<file path="config.mk">
export PLATFORM = sky130hd
export DESIGN_NAME = pcpi_est_sequencer_flat
export DESIGN_NICKNAME = d
export VERILOG_FILES = /design/src/rtl/pcpi_est_pkg.sv /design/src/rtl/pcpi_est_sequencer_if.sv /design/src/rtl/pcpi_est_decode.sv /design/src/rtl/pcpi_est_sequencer.sv /design/src/flat_wrapper.sv
export SDC_FILE = /design/constraint.sdc
export NUM_CORES = 1
export LEC_CHECK = 0
export ABC_AREA = 1
export CAP_MARGIN = 20
export CORE_ASPECT_RATIO = 1.1
export CORE_UTILIZATION = 39
export CTS_BUF_LIST = sky130_fd_sc_hd__clkbuf_8 sky130_fd_sc_hd__clkbuf_16
export DETAILED_ROUTE_END_ITERATION = 8
export PLACE_DENSITY = 0.94
export SLEW_MARGIN = 25
export SYNTH_ARGS = -nofsm -noshare
export SYNTH_HDL_FRONTEND = slang
export SYNTH_SLANG_ARGS = --single-unit
</file>
<file path="constraint.sdc">
create_clock -name clk_n -period 2.3 [get_ports clk_n]
set_input_delay 0.23 -clock clk_n [delete_from_list [all_inputs] [get_ports clk_n]]
set_output_delay 0.23 -clock clk_n [all_outputs]
set_load 0.01 [all_outputs]
</file>
<file path="src/rtl/pcpi_est_pkg.sv">
// Shared definitions for the PCPI estimator sequencer: custom-opcode
// encodings, the CALCULATE match/mask pair, the FSM state type and a
// small elaboration-time helper.
package pcpi_est_pkg;

    localparam logic [6:0]  OPC_CUSTOM      = 7'h27;
    localparam logic [2:0]  F3_LOAD         = 3'd1;
    localparam logic [2:0]  F3_CALC         = 3'd2;
    localparam logic [2:0]  F3_CLEAR        = 3'd3;
    localparam logic [31:0] MATCH_CALCULATE = 32'h0000_2027;
    localparam logic [31:0] MASK_CALCULATE  = 32'hfe00_707f;

    typedef enum logic [2:0] {
        ST_IDLE,
        ST_LOAD,
        ST_CLEAR,
        ST_ISSUE,
        ST_DRAIN,
        ST_RESP
    } state_e;

    function automatic int max_int(input int a, input int b);
        return (a > b) ? a : b;
    endfunction

endpackage

</file>
<file path="src/rtl/pcpi_est_sequencer_if.sv">
// PicoRV32 co-processor (PCPI) handshake bundle.
//   master : CPU side   - drives valid/insn/rs1/rs2, receives wr/rd/wait/ready
//   slave  : co-processor side - the reverse
interface pcpi_est_sequencer_if;

    logic        pcpi_valid;
    logic [31:0] pcpi_insn;
    logic [31:0] pcpi_rs1;
    logic [31:0] pcpi_rs2;
    logic        pcpi_wr;
    logic [31:0] pcpi_rd;
    logic        pcpi_wait;
    logic        pcpi_ready;

    modport master (
        output pcpi_valid, pcpi_insn, pcpi_rs1, pcpi_rs2,
        input  pcpi_wr, pcpi_rd, pcpi_wait, pcpi_ready
    );

    modport slave (
        input  pcpi_valid, pcpi_insn, pcpi_rs1, pcpi_rs2,
        output pcpi_wr, pcpi_rd, pcpi_wait, pcpi_ready
    );

endinterface

</file>
<file path="src/rtl/pcpi_est_decode.sv">
// Combinational instruction decoder for the estimator custom opcode.
//   pcpi_insn : instruction word
//   is_load   : LOAD command (funct3 = 1)
//   is_calc   : CALCULATE command (funct3 = 2)
//   is_clear  : CLEAR command (funct3 = 3)
// Anything else, including other funct3 values, decodes to no command.
module pcpi_est_decode
    import pcpi_est_pkg::*;
(
    input  logic [31:0] pcpi_insn,
    output logic        is_load,
    output logic        is_calc,
    output logic        is_clear
);

    logic base_hit;
    logic unused_fields;

    assign base_hit = (pcpi_insn[6:0] == OPC_CUSTOM) && (pcpi_insn[31:25] == 7'd0);

    assign is_load  = base_hit && (pcpi_insn[14:12] == F3_LOAD);
    assign is_calc  = (pcpi_insn & MASK_CALCULATE) == MATCH_CALCULATE;
    assign is_clear = base_hit && (pcpi_insn[14:12] == F3_CLEAR);

    // register-select fields carry no meaning for these commands
    assign unused_fields = ^{pcpi_insn[24:15], pcpi_insn[11:7]};

endmodule

</file>
<file path="src/rtl/pcpi_est_sequencer.sv">
// PCPI sequencer for the estimator datapath. Claims LOAD / CALCULATE /
// CLEAR custom instructions and drives the datapath control strobes.
//   clk_n, reset  : clock (rising edge) and synchronous active-high reset
//   pcpi          : PCPI handshake, slave side
//   ld_en/ld_data : push control vector into the sample buffer
//   dp_clear      : clear the datapath accumulator
//   calc_en/idx   : adder-tree input enable and S3 group index
//   dp_result     : adder-tree output
//
// state    | meaning
// ---------+----------------------------------------------------------
// ST_IDLE  | waiting for a matching, unblocked pcpi_valid
// ST_LOAD  | ld_en high for one cycle
// ST_CLEAR | dp_clear high for one cycle
// ST_ISSUE | calc_en high, feeding group cnt_q
// ST_DRAIN | waiting out the adder-tree latency
// ST_RESP  | pcpi_ready pulse (pcpi_wr for CALCULATE)
module pcpi_est_sequencer
    import pcpi_est_pkg::*;
#(
    parameter  int N                = 8,
    parameter  int NUM_ADD_CLK      = 4,
    parameter  int NUM_ADDER_STAGES = 6,
    parameter  int WIDTH_RESULT     = 32,
    localparam int CIW              = (NUM_ADD_CLK > 1) ? $clog2(NUM_ADD_CLK) : 1
) (
    input  logic                    clk_n,
    input  logic                    reset,
    pcpi_est_sequencer_if.slave     pcpi,
    output logic                    ld_en,
    output logic [N-1:0]            ld_data,
    output logic                    dp_clear,
    output logic                    calc_en,
    output logic [CIW-1:0]          calc_idx,
    input  logic [WIDTH_RESULT-1:0] dp_result
);

    localparam int CW = $clog2(max_int(NUM_ADD_CLK, NUM_ADDER_STAGES)) + 1;
    localparam logic [CW-1:0] ISSUE_LAST = CW'(NUM_ADD_CLK - 1);
    localparam logic [CW-1:0] DRAIN_LAST = CW'(NUM_ADDER_STAGES - 1);

    state_e                  state_q;
    logic [CW-1:0]           cnt_q;
    logic [WIDTH_RESULT-1:0] res_q;
    logic                    blk_q;       // accept_block
    logic                    clr_pend_q;  // discard pulse owed after an abort
    logic [N-1:0]            ld_data_q;
    logic                    ld_en_q, dp_clear_q, calc_en_q;
    logic [CIW-1:0]          calc_idx_q;
    logic                    wait_q, ready_q, wr_q;

    logic is_load, is_calc, is_clear;
    logic unused_ops;

    pcpi_est_decode u_decode (
        .pcpi_insn (pcpi.pcpi_insn),
        .is_load   (is_load),
        .is_calc   (is_calc),
        .is_clear  (is_clear)
    );

    always_ff @(posedge clk_n) begin
        if (reset) begin
            state_q    <= ST_IDLE;
            cnt_q      <= '0;
            res_q      <= '0;
            blk_q      <= 1'b0;
            clr_pend_q <= 1'b0;
            ld_data_q  <= '0;
            ld_en_q    <= 1'b0;
            dp_clear_q <= 1'b0;
            calc_en_q  <= 1'b0;
            calc_idx_q <= '0;
            wait_q     <= 1'b0;
            ready_q    <= 1'b0;
            wr_q       <= 1'b0;
        end else begin
            ld_en_q    <= 1'b0;
            dp_clear_q <= clr_pend_q;
            clr_pend_q <= 1'b0;
            calc_en_q  <= 1'b0;
            calc_idx_q <= '0;
            wait_q     <= 1'b0;
            ready_q    <= 1'b0;
            wr_q       <= 1'b0;
            blk_q      <= 1'b0;

            case (state_q)
                ST_IDLE: begin
                    if (pcpi.pcpi_valid && !blk_q && (is_load || is_calc || is_clear)) begin
                        ld_data_q <= pcpi.pcpi_rs1[N-1:0];
                        cnt_q     <= '0;
                        wait_q    <= 1'b1;
                        if (is_load) begin
                            state_q <= ST_LOAD;
                            ld_en_q <= 1'b1;
                        end else if (is_clear) begin
                            state_q    <= ST_CLEAR;
                            dp_clear_q <= 1'b1;
                        end else begin
                            state_q   <= ST_ISSUE;
                            calc_en_q <= 1'b1;
                        end
                    end
                end

                ST_LOAD, ST_CLEAR, ST_ISSUE, ST_DRAIN: begin
                    if (!pcpi.pcpi_valid) begin
                        // Abort. Blocking the next cycle keeps the owed clear
                        // pulse from landing on top of a freshly accepted command.
                        state_q    <= ST_IDLE;
                        cnt_q      <= '0;
                        clr_pend_q <= 1'b1;
                        blk_q      <= 1'b1;
                    end else if (state_q == ST_LOAD || state_q == ST_CLEAR) begin
                        state_q <= ST_RESP;
                        ready_q <= 1'b1;
                    end else if (state_q == ST_ISSUE) begin
                        wait_q <= 1'b1;
                        if (cnt_q == ISSUE_LAST) begin
                            state_q <= ST_DRAIN;
                            cnt_q   <= '0;
                        end else begin
                            cnt_q      <= cnt_q + 1'b1;
                            calc_en_q  <= 1'b1;
                            calc_idx_q <= CIW'(cnt_q + 1'b1);
                        end
                    end else begin
                        if (cnt_q == DRAIN_LAST) begin
                            res_q   <= dp_result;
                            state_q <= ST_RESP;
                            cnt_q   <= '0;
                            ready_q <= 1'b1;
                            wr_q    <= 1'b1;
                        end else begin
                            cnt_q  <= cnt_q + 1'b1;
                            wait_q <= 1'b1;
                        end
                    end
                end

                ST_RESP: begin
                    // pcpi_valid of the finished instruction is still high next cycle
                    state_q <= ST_IDLE;
                    blk_q   <= 1'b1;
                end

                default: state_q <= ST_IDLE;
            endcase
        end
    end

    assign ld_en           = ld_en_q;
    assign ld_data         = ld_data_q;
    assign dp_clear        = dp_clear_q;
    assign calc_en         = calc_en_q;
    assign calc_idx        = calc_idx_q;
    assign pcpi.pcpi_wait  = wait_q;
    assign pcpi.pcpi_ready = ready_q;
    assign pcpi.pcpi_wr    = wr_q;
    assign pcpi.pcpi_rd    = wr_q ? 32'($signed(res_q)) : 32'd0;

    assign unused_ops = ^{pcpi.pcpi_rs2, pcpi.pcpi_rs1[31:N]};

endmodule

</file>
<file path="src/flat_wrapper.sv">
// flat-port wrapper written by rule: the top's interface ports become plain ports
module pcpi_est_sequencer_flat import pcpi_est_pkg::*;
#(
    parameter  int N                = 8,
    parameter  int NUM_ADD_CLK      = 4,
    parameter  int NUM_ADDER_STAGES = 6,
    parameter  int WIDTH_RESULT     = 32,
    localparam int CIW              = (NUM_ADD_CLK > 1) ? $clog2(NUM_ADD_CLK) : 1
)
  (clk_n, reset, ld_en, ld_data, dp_clear, calc_en, calc_idx, dp_result, pcpi_pcpi_valid, pcpi_pcpi_insn, pcpi_pcpi_rs1, pcpi_pcpi_rs2, pcpi_pcpi_wr, pcpi_pcpi_rd, pcpi_pcpi_wait, pcpi_pcpi_ready);
  pcpi_est_sequencer_if pcpi_i ();
  input  logic clk_n;
  input  logic reset;
  output logic ld_en;
  output logic [N-1:0] ld_data;
  output logic dp_clear;
  output logic calc_en;
  output logic [CIW-1:0] calc_idx;
  input  logic [WIDTH_RESULT-1:0] dp_result;
  input wire logic [$bits(pcpi_i.pcpi_valid)-1:0] pcpi_pcpi_valid;
  input wire logic [$bits(pcpi_i.pcpi_insn)-1:0] pcpi_pcpi_insn;
  input wire logic [$bits(pcpi_i.pcpi_rs1)-1:0] pcpi_pcpi_rs1;
  input wire logic [$bits(pcpi_i.pcpi_rs2)-1:0] pcpi_pcpi_rs2;
  output wire logic [$bits(pcpi_i.pcpi_wr)-1:0] pcpi_pcpi_wr;
  output wire logic [$bits(pcpi_i.pcpi_rd)-1:0] pcpi_pcpi_rd;
  output wire logic [$bits(pcpi_i.pcpi_wait)-1:0] pcpi_pcpi_wait;
  output wire logic [$bits(pcpi_i.pcpi_ready)-1:0] pcpi_pcpi_ready;
  assign pcpi_i.pcpi_valid = pcpi_pcpi_valid;
  assign pcpi_i.pcpi_insn = pcpi_pcpi_insn;
  assign pcpi_i.pcpi_rs1 = pcpi_pcpi_rs1;
  assign pcpi_i.pcpi_rs2 = pcpi_pcpi_rs2;
  assign pcpi_pcpi_wr = pcpi_i.pcpi_wr;
  assign pcpi_pcpi_rd = pcpi_i.pcpi_rd;
  assign pcpi_pcpi_wait = pcpi_i.pcpi_wait;
  assign pcpi_pcpi_ready = pcpi_i.pcpi_ready;
  pcpi_est_sequencer #(.N(N), .NUM_ADD_CLK(NUM_ADD_CLK), .NUM_ADDER_STAGES(NUM_ADDER_STAGES), .WIDTH_RESULT(WIDTH_RESULT)) u_core (.clk_n(clk_n), .reset(reset), .pcpi(pcpi_i), .ld_en(ld_en), .ld_data(ld_data), .dp_clear(dp_clear), .calc_en(calc_en), .calc_idx(calc_idx), .dp_result(dp_result));
endmodule
</file>
[Word level (Yosys, flattened, before mapping)]
Cells that the tools add are included.
Operators by class
  add/sub/neg operators: 1
  equality and inequality tests: 15
  mux-type cells: 41
  bitwise gates (word level): 6
  reduce and logical (&&, ||, !) cells: 22
Operators by type and width (number)
  $mux W32: 1
  $mux W4: 6
  $mux W1: 22
  $mux W3: 7
  $eq A17 B9 Y1 const B: 1
  $eq A3 B2 Y1 const B: 3
  $pmux W4 S2: 1
  $reduce_or A4 Y1: 2
  $eq A7 B6 Y1 const B: 1
  $logic_not A7 Y1: 1
  $eq A3 B1 Y1 const B: 2
  $eq A3 B3 Y1 const B: 2
  $not A1 Y1: 6
  $pmux W1 S2: 3
  $pmux W3 S2: 1
  $reduce_and A3 Y1: 2
  $reduce_or A3 Y1: 2
  $reduce_or A6 Y1: 1
  $logic_and A1 B1 Y1: 5
  $ne A5 B2 Y1 const B: 1
  $ne A5 B4 Y1 const B: 1
  $reduce_and A5 Y1: 1
  $add A4 B1 Y4 const B: 1
  $eq A4 B2 Y1 const B: 1
  other kinds (9): 11
Word-level totals
  register bits: 57
  output and inout bits: 48
  logic and storage cells: 98

[Longest topological paths before layout]
  word-level depth: 8
  depth in mapped cells: 11
  depth with buffers taken out: 11

[Hierarchy]
From an unflattened synthesis, not the netlist that was laid out.
Unflattened totals
  cell total of the unflattened synthesis: 391
  area total of the unflattened synthesis: 2678.8 µm²
By module, submodules not included
  pcpi_est_sequencer: instances 1, cells each 368, area each 2587.5 µm²
  pcpi_est_decode: instances 1, cells each 23, area each 91.3 µm²

[Worst setup path before layout]
Ideal clock, no wire load.
  path kind: register -> register
  from: register u_core.cnt_q[0]
  to: register u_core.res_q[10]
  library setup time: 0.116 ns
  data arrival time: 1.233 ns
  setup slack: 0.952 ns
  cell stages (with the launch flop): 8
  path buffers: 1
  clock period less this slack: 1.348 ns
  cells stage by stage: dfxtp_1 -> ha_1 -> nand3_1 -> nor2_2 -> inv_2 -> buf_2 -> nor2_1 -> nor2_1
On the way
  word-level cells in the longest chain between the ends: 2
RTL lines
  start, declared: RTL line pcpi_est_sequencer.sv:43  | logic [CW-1:0] cnt_q;
  start signal, assigned: RTL line pcpi_est_sequencer.sv:124  | cnt_q <= cnt_q + 1'b1;
  start signal, assigned: RTL line pcpi_est_sequencer.sv:136  | cnt_q <= cnt_q + 1'b1;
  $eq A4 B3 Y1: RTL line pcpi_est_sequencer.sv:129  | if (cnt_q == DRAIN_LAST) begin
  $reduce_and A5 Y1 (no source line)
  end signal, assigned: RTL line pcpi_est_sequencer.sv:130  | res_q <= dp_result;
  end, declared: RTL line pcpi_est_sequencer.sv:44  | logic [WIDTH_RESULT-1:0] res_q;
Every way passes these cells.
A chain may end at the register's enable or synchronous reset.

[Final worst setup path]
  from: register u_core.wr_q, in the netlist u_core.pcpi.pcpi_wr
  to: output pcpi_pcpi_rd[8]
On the way
  word-level cells in the longest chain between the ends: 1
RTL lines
  start, declared: RTL line pcpi_est_sequencer.sv:50  | logic wait_q, ready_q, wr_q;
  start signal, assigned: RTL line pcpi_est_sequencer.sv:76  | wr_q <= 1'b0;
  start signal, assigned: RTL line pcpi_est_sequencer.sv:85  | wr_q <= 1'b0;
  start signal, assigned: RTL line pcpi_est_sequencer.sv:134  | wr_q <= 1'b1;
  $mux W32: RTL line pcpi_est_sequencer.sv:161  | assign pcpi.pcpi_rd = wr_q ? 32'($signed(res_q)) : 32'd0;
  end, declared: RTL line flat_wrapper.sv:25  | output wire logic [$bits(pcpi_i.pcpi_rd)-1:0] pcpi_pcpi_rd;
Every way passes these cells.

==> metrics <==
status finished clean; Cells after Synth 414; wire per inst roughly 12 um; Layout Cells excl Fill around 610; CTS tree built; worst reg2reg setup slack between 0.6 and 0.7 ns; global-route usage over all layers ~22%; Cell Pwr Density 632 mW/mm^2; Die Wd approximately 80 um; largest family of logic cells by synthesized area simple AND/OR/NAND/NOR gates; Main synth FF type dfxtp_1; Post-CTS Resized 0; DRC 0; Post-Synth Adder-Cell Area less than 1%; Area Growth Syn to Fin 49.8%; mean number of vias per cell between 4 and 5; Net Sw Frac between 30% and 40%; Worst path top cell family by delay buffers and inverters; global-route wire length before repair about 12 mm; Worst-path clk slew about 0.07 ns; initial DRC count 189; Die Area slightly above 0.007 mm^2; Post-Route Skew between 0.01 and 0.015 ns; Clk network pwr share approximately 31%; Core Rows 31; CP Launch Type flop; Internal 0.00171 W; Max VDD drop 0.000300 V; Sequential Power Share between 40% and 50%; Initial Util 40.3%; WHS 0.442 ns; WP depth 4; Final Setup Violations 0; Leakage around 2.0 nW; worst min path class reg -> reg; buffers plus inverters on the worst setup path 3; post-synthesis compound-gate area fraction roughly 10%; clock tree buffer depth 2; Synth top cells by count 106 x nor2_1, 79 x nand2_1, 63 x inv_1, 57 x dfxtp_1, 37 x o21ai_0; Finished Core Util 60.4%; via count roughly 3k; peak fanout along the critical path 18; largest net degree at the start of global routing 34; CTS Buf Count 9; crit path cell chain buf_4 > nand2_1 > inv_1 > clkdlybuf4s50_1; Final HPWL DP roughly 5.3 mm; top-count cell post-synth nor2_1; Post-CTS Hold Buffers 0; number of max-cap violations 0; CP endpoint pcpi_pcpi_rd[8]; Placer Congestion slightly above 0.8; Post-Synth XOR/XNOR Area 0%; setup ws final roughly 0.48 ns; Mapped Nets around 550; Post-synth EDFFs 0; worst setup path start u_core.pcpi.pcpi_wr$_SDFF_PP0_; share of the synthesized area in the top cell type 42.9%; clock latency on the worst-skew pair 0.34 ns; Min Clock Period, post-route 1.82 ns; vias in the first global route around 2.9k; max-slew violations 0; Synth cell types 22; DRT Wirelength about 7.4 mm; unrepaired setup endpoints after global routing no; antenna violations before repair 0; port bufs around 110; # fillers between 500 and 600; Die Y 88.6 um; core footprint between 0.006 and 0.007 mm^2; share of cells above drive strength 1 under 10%; post-synthesis mux area share 0%; total number of yosys warnings 0; Slew headroom between 60% and 70%; CTS root buffer clkbuf_8; Synth Cell Area between 0.002 and 0.003 mm^2; Post-CTS Setup Bufs 0; drt first pass iters 5; RR Startpoint u_core.cnt_q[0]$_SDFFE_PP0P_; Tcrit/Tclk final roughly four fifths; worst setup path class reg -> out; Synth Register Bits 57; combinational power share around a quarter; Max Clock Freq approximately 0.55 GHz; Post-Synth Simple-Gate Area roughly 34%; setup tns final 0 ns; endpoints failing hold 0; Placed Instances between 500 and 600; sequential area share after synthesis between 40 and 50%; Critical-path top delay cell clkdlybuf4s50_1; ANT cells 0; CP peak stage delay around 0.54 ns; GR Overflow Total 0; asr flop ratio synth 0%; syn avg cell area about 6.4 um^2; Hold Path Cell Cnt 2; Required @ worst endpoint between 2 and 2.5 ns; Routed Antenna Nets 0; net switching power approximately 0.00081 W; top post-synthesis cells by area dfxtp_1 43%, nor2_1 15%, nand2_1 11%; Synth area leader dfxtp_1; DP Worst Slack around 0.4 ns; boundary pin count ~180; clock sink total 57; critical path arrival 1.59 ns; CTS H-tree depth 3; Worst R2R End u_core.res_q[3]$_SDFFE_PP0P_; cells on worst reg2reg path 6; Least-Margin Pin Slew around 0.57 ns; nets ~660; Worst Setup End Kind primary output
==> cell usage in the layout, fill, tap and decap left out, drive strengths merged <==
| cell type | instances |
|---|---|
| nor2 | 111 |
| clkdlybuf4s50 | 107 |
| nand2 | 80 |
| inv | 67 |
| dfxtp | 57 |
| o21ai | 43 |
| nand3 | 23 |
| clkbuf | 10 |
| buf | 8 |
| a21oi | 7 |
| nand4 | 4 |
| nor3 | 4 |
| ha | 2 |
| clkinv | 2 |
| a31oi | 1 |
| and2 | 1 |
| a211oi | 1 |
| clkinvlp | 1 |
==> cell families (layout without fill, tap and decap cells) <==
group                      after synthesis  after routing
DFF                                     57             57
buffers and inverters                   80            195
and+or+nand+nor                        223            223
adders and majority gates                2              2
AOI/OAI and AO/OA                       52             52
==> worst min-delay path, stage by stage, from the launching register on <==
cell and delay [ns]:
dfxtp_1 0.30, inv_1 0.06, a21oi_2 0.05
==> registers in the layout (all words and copies together), names as in the netlist <==
| register | cells |
|---|---|
| u_core.blk_q | 1 |
| u_core.calc_en | 1 |
| u_core.calc_idx | 2 |
| u_core.clr_pend_q | 1 |
| u_core.cnt_q | 4 |
| u_core.dp_clear | 1 |
| u_core.ld_data | 8 |
| u_core.ld_en | 1 |
| u_core.pcpi.pcpi_ready | 1 |
| u_core.pcpi.pcpi_wait | 1 |
| u_core.pcpi.pcpi_wr | 1 |
| u_core.res_q | 32 |
| u_core.state_q | 3 |
==> routing by layer <==
| layer | share of wire (%) | track usage [%] | vias up |
|---|---|---|---|
| met5 | 0 | 0 | - |
| met4 | 3.1 | 12.8 | 0 |
| met3 | 5.5 | 4.54 | 26 |
| met2 | 51 | 40.2 | 111 |
| met1 | 40 | 23.2 | 1369 |
| li1 | - | - | 1480 |
==> area by class of cell <==
cell class,instances,area [um^2],share of cell area [%]
Clock inverter,5,25.0,0.628
Tap cell,82,103,2.58
Clock buffer,10,138,3.46
Sequential cell,57,1140,28.7
Timing Repair Buffer,115,1130,28.4
Multi-Input combinational cell,277,1200,30.2
Inverter,65,244,6.13
==> stage by stage <==
stage / cell area, um^2 / total power, W
finish: 3980 / 0.00252
CTS: 3980 / 0.00252
floorplan: 2660 / 0.00150
global route: 3980 / 0.00267
global placement: 3820 / 0.00171
detailed placement: 3820 / 0.00173
==> power by group through the flow <==
stage	logic [W]	registers [W]	clock network, W
global placement	0.000614	0.00109	0
CTS	0.000648	0.00107	0.000796
floorplan	0.000404	0.00110	0
finish	0.000658	0.00108	0.000784
detailed placement	0.000636	0.00110	0
global route	0.000747	0.00108	0.000842
==> worst min-delay path by stage <==
stage                                 start                            to  slack, ns
2_1_floorplan                  dp_result[0]  u_core.res_q[0]$_SDFFE_PP0P_       0.36
3_3_place_gp   u_core.clr_pend_q$_SDFF_PP0_    u_core.dp_clear$_SDFF_PP0_       0.43
3_5_place_dp   u_core.clr_pend_q$_SDFF_PP0_    u_core.dp_clear$_SDFF_PP0_       0.43
4_1_cts        u_core.clr_pend_q$_SDFF_PP0_    u_core.dp_clear$_SDFF_PP0_       0.44
5_1_grt        u_core.clr_pend_q$_SDFF_PP0_    u_core.dp_clear$_SDFF_PP0_       0.47
6_report       u_core.clr_pend_q$_SDFF_PP0_    u_core.dp_clear$_SDFF_PP0_       0.44
(Power assumes the default switching activity.)
